==> config.mk <==
export PLATFORM = sky130hd
export DESIGN_NAME = stack_sequencer
export DESIGN_NICKNAME = d
export VERILOG_FILES = /design/src/rtl/stack_sequencer_pkg.sv /design/src/rtl/stack_sequencer_stack_pointer.sv /design/src/rtl/stack_sequencer.sv
export SDC_FILE = /design/constraint.sdc
export NUM_CORES = 1
export LEC_CHECK = 0
export CAP_MARGIN = 5
export CORE_ASPECT_RATIO = 2
export CORE_UTILIZATION = 50
export CTS_BUF_LIST = sky130_fd_sc_hd__clkbuf_8
export DETAILED_ROUTE_END_ITERATION = 8
export HOLD_SLACK_MARGIN = 0.05
export PLACE_DENSITY = 0.89
export SYNTH_ARGS = -nofsm -noshare
export SYNTH_HDL_FRONTEND = slang
export SYNTH_HIERARCHICAL = 1
export SYNTH_SLANG_ARGS = --single-unit
==> constraint.sdc <==
create_clock -name i_clk -period 6.8 [get_ports i_clk]
set_clock_uncertainty 0.15 [all_clocks]
set_input_delay 1.36 -clock i_clk [delete_from_list [all_inputs] [get_ports i_clk]]
set_output_delay 1.36 -clock i_clk [all_outputs]
set_load 0.05 [all_outputs]
==> src/rtl/stack_sequencer_pkg.sv <==
// Shared definitions for the stack sequencer: FSM state encoding, push word order
// and the reset / vector defaults.
package stack_sequencer_pkg;

    localparam logic [15:0] SP_INIT_DEF    = 16'h07FF;
    localparam logic [15:0] INT_VECTOR_DEF = 16'h0000;

    localparam logic [2:0] ST_IDLE     = 3'd0;
    localparam logic [2:0] ST_PUSH_HI  = 3'd1;
    localparam logic [2:0] ST_PUSH_LO  = 3'd2;
    localparam logic [2:0] ST_PUSH_FLG = 3'd3;
    localparam logic [2:0] ST_VEC      = 3'd4;
    localparam logic [2:0] ST_POP_FLG  = 3'd5;
    localparam logic [2:0] ST_POP_LO   = 3'd6;
    localparam logic [2:0] ST_POP_HI   = 3'd7;

    typedef enum logic [2:0] {
        IDLE     = ST_IDLE,
        PUSH_HI  = ST_PUSH_HI,
        PUSH_LO  = ST_PUSH_LO,
        PUSH_FLG = ST_PUSH_FLG,
        VEC      = ST_VEC,
        POP_FLG  = ST_POP_FLG,
        POP_LO   = ST_POP_LO,
        POP_HI   = ST_POP_HI
    } state_t;

    // The high half of a PC goes onto the stack first, so it is popped last.
    localparam logic WORD_HI = 1'b1;
    localparam logic WORD_LO = 1'b0;

    function automatic logic [15:0] pc_word(input logic [31:0] pc, input logic hi);
        return hi ? pc[31:16] : pc[15:0];
    endfunction

endpackage

==> src/rtl/stack_sequencer_stack_pointer.sv <==
// Stack pointer register with increment / decrement / hold, 16-bit modulo.
// Latency: new value visible the cycle after inc/dec.
// Backpressure: none; inc wins if both strobes are raised.
module stack_pointer
    import stack_sequencer_pkg::*;
#(
    parameter logic [15:0] SP_INIT = SP_INIT_DEF
) (
    input  logic        i_clk,
    input  logic        i_reset,
    input  logic        inc,
    input  logic        dec,
    output logic [15:0] sp,
    output logic [15:0] sp_plus1
);

    assign sp_plus1 = sp + 16'd1;

    always_ff @(posedge i_clk) begin
        if (i_reset) begin
            sp <= SP_INIT;
        end else if (inc) begin
            sp <= sp_plus1;
        end else if (dec) begin
            sp <= sp - 16'd1;
        end
    end

endmodule

==> src/rtl/stack_sequencer.sv <==
// Owns SP and the data-memory port: single-word PUSH/POP pass through, PC/flag saves become word sequences.
// Latency: pass-through same cycle; CALL/RET 3 cycles, RTI 4, interrupt entry 5 (incl. accept cycle).
// Backpressure: o_stall holds the pipeline from the accept cycle until the last sequence state.
module stack_sequencer
    import stack_sequencer_pkg::*;
#(
    parameter logic [15:0] SP_INIT    = SP_INIT_DEF,
    parameter logic [15:0] INT_VECTOR = INT_VECTOR_DEF
) (
    input  logic        i_clk,
    input  logic        i_reset,
    input  logic        i_push_pc,
    input  logic        i_pop_pc,
    input  logic        i_rti,
    input  logic        i_interrupt,
    input  logic [31:0] i_pc,
    input  logic [2:0]  i_flags,
    input  logic        i_pipe_mem_read,
    input  logic        i_pipe_mem_write,
    input  logic        i_pipe_stack_op,
    input  logic [15:0] i_pipe_address,
    input  logic [15:0] i_pipe_wdata,
    input  logic [15:0] i_mem_rdata,
    output logic [15:0] o_mem_address,
    output logic [15:0] o_mem_wdata,
    output logic        o_mem_read,
    output logic        o_mem_write,
    output logic        o_stall,
    output logic        o_pc_valid,
    output logic [31:0] o_pc_new,
    output logic        o_flags_valid,
    output logic [2:0]  o_flags,
    output logic [15:0] o_sp
);

    state_t      state_q, state_d;
    logic        seq_is_int_q, seq_is_int_d;
    logic        int_pending_q;
    logic        int_clr;
    logic        accept;
    logic [31:0] pc_save_q;
    logic [2:0]  flg_save_q;
    logic [15:0] lo_reg_q;
    logic        sp_inc, sp_dec;
    logic [15:0] sp, sp_plus1;

    stack_pointer #(.SP_INIT(SP_INIT)) u_sp (
        .i_clk    (i_clk),
        .i_reset  (i_reset),
        .inc      (sp_inc),
        .dec      (sp_dec),
        .sp       (sp),
        .sp_plus1 (sp_plus1)
    );

    assign o_sp = sp;

    always_ff @(posedge i_clk) begin
        if (i_reset) begin
            state_q       <= IDLE;
            seq_is_int_q  <= 1'b0;
            int_pending_q <= 1'b0;
            pc_save_q     <= 32'h0;
            flg_save_q    <= 3'h0;
            lo_reg_q      <= 16'h0;
        end else begin
            state_q      <= state_d;
            seq_is_int_q <= seq_is_int_d;
            // A new request arriving in the same cycle as acceptance must not be lost.
            if (i_interrupt) begin
                int_pending_q <= 1'b1;
            end else if (int_clr) begin
                int_pending_q <= 1'b0;
            end
            if (accept) begin
                pc_save_q  <= i_pc;
                flg_save_q <= i_flags;
            end
            if (state_q == POP_LO) begin
                lo_reg_q <= i_mem_rdata;
            end
        end
    end

    always_comb begin
        state_d       = state_q;
        seq_is_int_d  = seq_is_int_q;
        accept        = 1'b0;
        int_clr       = 1'b0;
        sp_inc        = 1'b0;
        sp_dec        = 1'b0;
        o_mem_address = 16'h0;
        o_mem_wdata   = 16'h0;
        o_mem_read    = 1'b0;
        o_mem_write   = 1'b0;
        o_stall       = 1'b0;
        o_pc_valid    = 1'b0;
        o_pc_new      = 32'h0;
        o_flags_valid = 1'b0;
        o_flags       = 3'h0;

        case (state_q)
            IDLE: begin
                if (i_push_pc) begin
                    state_d      = PUSH_HI;
                    seq_is_int_d = 1'b0;
                    accept       = 1'b1;
                end else if (i_pop_pc) begin
                    state_d = POP_LO;
                    accept  = 1'b1;
                end else if (i_rti) begin
                    state_d = POP_FLG;
                    accept  = 1'b1;
                end else if (int_pending_q) begin
                    state_d      = PUSH_HI;
                    seq_is_int_d = 1'b1;
                    accept       = 1'b1;
                    int_clr      = 1'b1;
                end else begin
                    o_mem_read  = i_pipe_mem_read;
                    o_mem_write = i_pipe_mem_write;
                    o_mem_wdata = i_pipe_wdata;
                    if (i_pipe_stack_op) begin
                        o_mem_address = i_pipe_mem_write ? sp : sp_plus1;
                        sp_dec        = i_pipe_mem_write;
                        sp_inc        = i_pipe_mem_read;
                    end else begin
                        o_mem_address = i_pipe_address;
                    end
                end
                o_stall = accept;
            end
            PUSH_HI: begin
                o_mem_write   = 1'b1;
                o_mem_address = sp;
                o_mem_wdata   = pc_word(pc_save_q, WORD_HI);
                sp_dec        = 1'b1;
                o_stall       = 1'b1;
                state_d       = PUSH_LO;
            end
            PUSH_LO: begin
                o_mem_write   = 1'b1;
                o_mem_address = sp;
                o_mem_wdata   = pc_word(pc_save_q, WORD_LO);
                sp_dec        = 1'b1;
                o_stall       = seq_is_int_q;
                state_d       = seq_is_int_q ? PUSH_FLG : IDLE;
            end
            PUSH_FLG: begin
                o_mem_write   = 1'b1;
                o_mem_address = sp;
                o_mem_wdata   = {13'b0, flg_save_q};
                sp_dec        = 1'b1;
                o_stall       = 1'b1;
                state_d       = VEC;
            end
            VEC: begin
                o_mem_read    = 1'b1;
                o_mem_address = INT_VECTOR;
                o_pc_new      = {16'b0, i_mem_rdata};
                o_pc_valid    = 1'b1;
                state_d       = IDLE;
            end
            POP_FLG: begin
                o_mem_read    = 1'b1;
                o_mem_address = sp_plus1;
                sp_inc        = 1'b1;
                o_flags       = i_mem_rdata[2:0];
                o_flags_valid = 1'b1;
                o_stall       = 1'b1;
                state_d       = POP_LO;
            end
            POP_LO: begin
                o_mem_read    = 1'b1;
                o_mem_address = sp_plus1;
                sp_inc        = 1'b1;
                o_stall       = 1'b1;
                state_d       = POP_HI;
            end
            POP_HI: begin
                o_mem_read    = 1'b1;
                o_mem_address = sp_plus1;
                sp_inc        = 1'b1;
                o_pc_new      = {i_mem_rdata, lo_reg_q};
                o_pc_valid    = 1'b1;
                state_d       = IDLE;
            end
            default: begin
                state_d = IDLE;
            end
        endcase
    end

endmodule

==> run metrics <==
status=complete, no violations; category of the worst setup path launch point=input port; power per unit of standard cell area=295 nW/um^2; Routability Congestion=0.927; setup repair after global routing missed its margin=false; depth of the CTS H-tree=3; number of enable flip-flop cells after synthesis=0; Post-CTS Resized=0; number of nets in the final layout=837; ratio of cells with drive above 1 in the final layout=6.02%; commonest non-fill, non-tap cell in the layout=sky130_fd_sc_hd__clkdlybuf4s50_1; largest area contributor in the synthesized netlist=sky130_fd_sc_hd__dfxtp_1; Detailed Route Iter0 Violations=390; post-route ant nets=0; Pins Over Slew Limit=0; Total Power Consumption=about 2 mW; count of input and output buffers=179; number of sinks driven by the clock tree=72; pre-CTS setup slack=0.973 ns; initial antenna violation count=0; CTS tree=built; Filler Cells Inserted=about 750; hold violation total from the final report=0; async set-or-reset flop fraction in the synthesized netlist=0%; fraction of post-synthesis cell area in the top cell type by area=approximately 30%; synthesized area=4830 sq um; setup TNS=0 ns; summed area of non-filler cells in the final layout=6710 sq um; master of the slowest instance on the critical path=sky130_fd_sc_hd__clkdlybuf4s50_1; clock latency reported for the late side of the worst-skew pair=roughly 0.34 ns; upper clock frequency limit=172 MHz; global-route wire length before repair=22800 um; Placed Area=6510 sq um; most used cells in the layout excluding fill and tap cells=178 x sky130_fd_sc_hd__clkdlybuf4s50_1, 73 x sky130_fd_sc_hd__a21oi_1, 71 x sky130_fd_sc_hd__dfxtp_1; Post-CTS Setup Inserts=0; series of cell instances along the critical path=clkdlybuf4s50_1 -> or3_1 -> nor3_4 -> buf_4 -> o2bb2ai_1 -> clkdlybuf4s50_1; number of synthesized register bits=72; via-per-instance ratio=6.11; most frequent CP cell=sky130_fd_sc_hd__clkdlybuf4s50_1; period utilization=85.3%; Warnings, synthesis=6; post-placement cell count=836; number of optimization iterations in the first detailed-route pass=5; data required time at the worst endpoint=5.29 ns; Num CTS Buffers=9; detailed placer's ending HPWL=10600 um; Util after Layout=71.5%; clock transition at the registers of the reported paths=0.08 ns; critical path type=input port to output pin; Critical Path Fanout Max=22; number of setup violations in the final report=0; data arrival time of the critical path=roughly 4.3 ns; final global-route overflow total=0; post-detailed-route wirelength per cell=17.6 um; worst stage delay on the critical path=between 0.8 and 0.9 ns; distinct cell type count of the synthesized netlist=50; synthesis-to-finish area growth=39.0%; buffer type at the clock tree root=sky130_fd_sc_hd__clkbuf_8; count of non-filler cells in the finished layout=between 800 and 900; Total Wirelength=around 15000 um; smallest hold slack=slightly above 0.3 ns; antenna fix cells=0; drc violations=0; area of the die=10100 sq um; die boundary height=roughly 140 um; Post-CTS Hold Buffers=0; Static Leak=2.40 nW; die span in x=71.5 um; sequential area share after synthesis=between 20 and 30%; number of ports placed on the die boundary=180; max cap viols=0; worst setup slack after layout=0.997 ns; Post-synth top flop=sky130_fd_sc_hd__dfxtp_1; initial cell density of the core=51.4%; top post-synthesis cells by area=sky130_fd_sc_hd__dfxtp_1 30%, sky130_fd_sc_hd__a21oi_1 7.6%, sky130_fd_sc_hd__mux2i_1 7.1%, sky130_fd_sc_hd__nand3b_1 5.6%, sky130_fd_sc_hd__o2bb2ai_1 4.9%; buffer depth of the longest clock path=2; time the worst path needs with I/O delays and setup=5.80 ns; mean cell area of the mapped netlist=7.95 sq um; class of the worst hold path=flip-flop to flip-flop; Slew HR=around a fifth; post-synthesis instance total=between 600 and 700; IR drop worst, VDD=0.241 mV; number of global-route vias before repair=4853; worst slew pin tran=1.19 ns; via count=5203; synthesized net count=701; row count=50; capturing element type of the critical path=output pin; GRT Overall Usage=28.5%; area of the core=9380 sq um; largest net degree at the start of global routing=72
==> cells by family after synthesis <==
family,share of synthesized area (%)
and+or+nand+nor,22.9
muxes,8.92
AOI/OAI and AO/OA,27.2
adders and majority gates,0.518
xor gates and xnor gates,3.45
buffers and inverters,7.10
DFF,29.9
==> cell type report <==
class                   instances  area, sq um  share of cell area, %
well taps                     104          130                   1.94
multi-input cells             463         3050                   45.5
clock buffers                   9          124                   1.85
flip-flops and latches         72         1440                   21.5
clock inverters                 7         73.8                   1.10
inverters                      10         37.5                  0.559
repair buffers                187         1850                   27.5
==> synthesized netlist by cell type (2+ instances only) <==
library cell and count:
sky130_fd_sc_hd__nor2b_1 9, sky130_fd_sc_hd__and2_1 19, sky130_fd_sc_hd__clkbuf_1 35, sky130_fd_sc_hd__o22ai_1 2, sky130_fd_sc_hd__a22oi_1 16, sky130_fd_sc_hd__nor3_1 11, sky130_fd_sc_hd__nand4_1 4, sky130_fd_sc_hd__buf_6 7
sky130_fd_sc_hd__buf_2 14, sky130_fd_sc_hd__nand2_1 49, sky130_fd_sc_hd__mux2i_1 34, sky130_fd_sc_hd__o21ai_0 43, sky130_fd_sc_hd__ha_1 2, sky130_fd_sc_hd__buf_1 4, sky130_fd_sc_hd__mux2_2 7, sky130_fd_sc_hd__xor2_1 7
sky130_fd_sc_hd__inv_1 10, sky130_fd_sc_hd__o2bb2ai_1 27, sky130_fd_sc_hd__xnor2_1 12, sky130_fd_sc_hd__dfxtp_1 72, sky130_fd_sc_hd__o21a_1 4, sky130_fd_sc_hd__nand3b_1 36, sky130_fd_sc_hd__and3_1 3, sky130_fd_sc_hd__nand3_1 7
sky130_fd_sc_hd__nor4_1 9, sky130_fd_sc_hd__a22o_1 17, sky130_fd_sc_hd__o211ai_1 2, sky130_fd_sc_hd__a32oi_1 4, sky130_fd_sc_hd__or3_1 5, sky130_fd_sc_hd__clkbuf_2 2, sky130_fd_sc_hd__nor2_1 38, sky130_fd_sc_hd__nor3_2 2
sky130_fd_sc_hd__o2bb2ai_2 5, sky130_fd_sc_hd__a21oi_1 73
==> state kept, by name (all words and copies together), names as in the netlist <==
register,cells
seq_is_int_q,1
lo_reg_q,16
u_sp/sp,16
int_pending_q,1
pc_save_q,32
flg_save_q,3
state_q,3
==> worst paths after layout <==
path	from	endpoint	slack (ns)	cells past startpoint
max	i_push_pc	o_mem_address[3]	1.0	6
max reg2reg	state_q[1]$_SDFFE_PP0P_	u_sp/sp[11]$_SDFFE_PP0P_	2.62	8
min reg2reg	lo_reg_q[9]$_SDFFE_PP0P_	lo_reg_q[9]$_SDFFE_PP0P_	0.31	2
min	lo_reg_q[9]$_SDFFE_PP0P_	lo_reg_q[9]$_SDFFE_PP0P_	0.31	2
==> power by group <==
part | internal [mW] | switching [mW] | total [mW]
clock network | 0.169 | 0.165 | 0.334
logic | 0.399 | 0.690 | 1.09
registers | 0.480 | 0.0752 | 0.555
==> layer usage <==
layer | GRT usage [%] | vias to the layer above | share of wire, %
met2 | 51.5 | 241 | 53
met3 | 4.29 | 56 | 5.1
met4 | 19.2 | 0 | 5.3
met5 | 0 | - | 0
li1 | - | 2478 | -
met1 | 29.5 | 2428 | 36
==> worst max-delay path, delay by kind of cell <==
kind	cells	cell delay, ns
AND/OR/NAND/NOR	2	1.04
AO/OA/AOI/OAI	1	0.16
buffers and inverters	3	1.71
(Power assumes the default switching activity.)
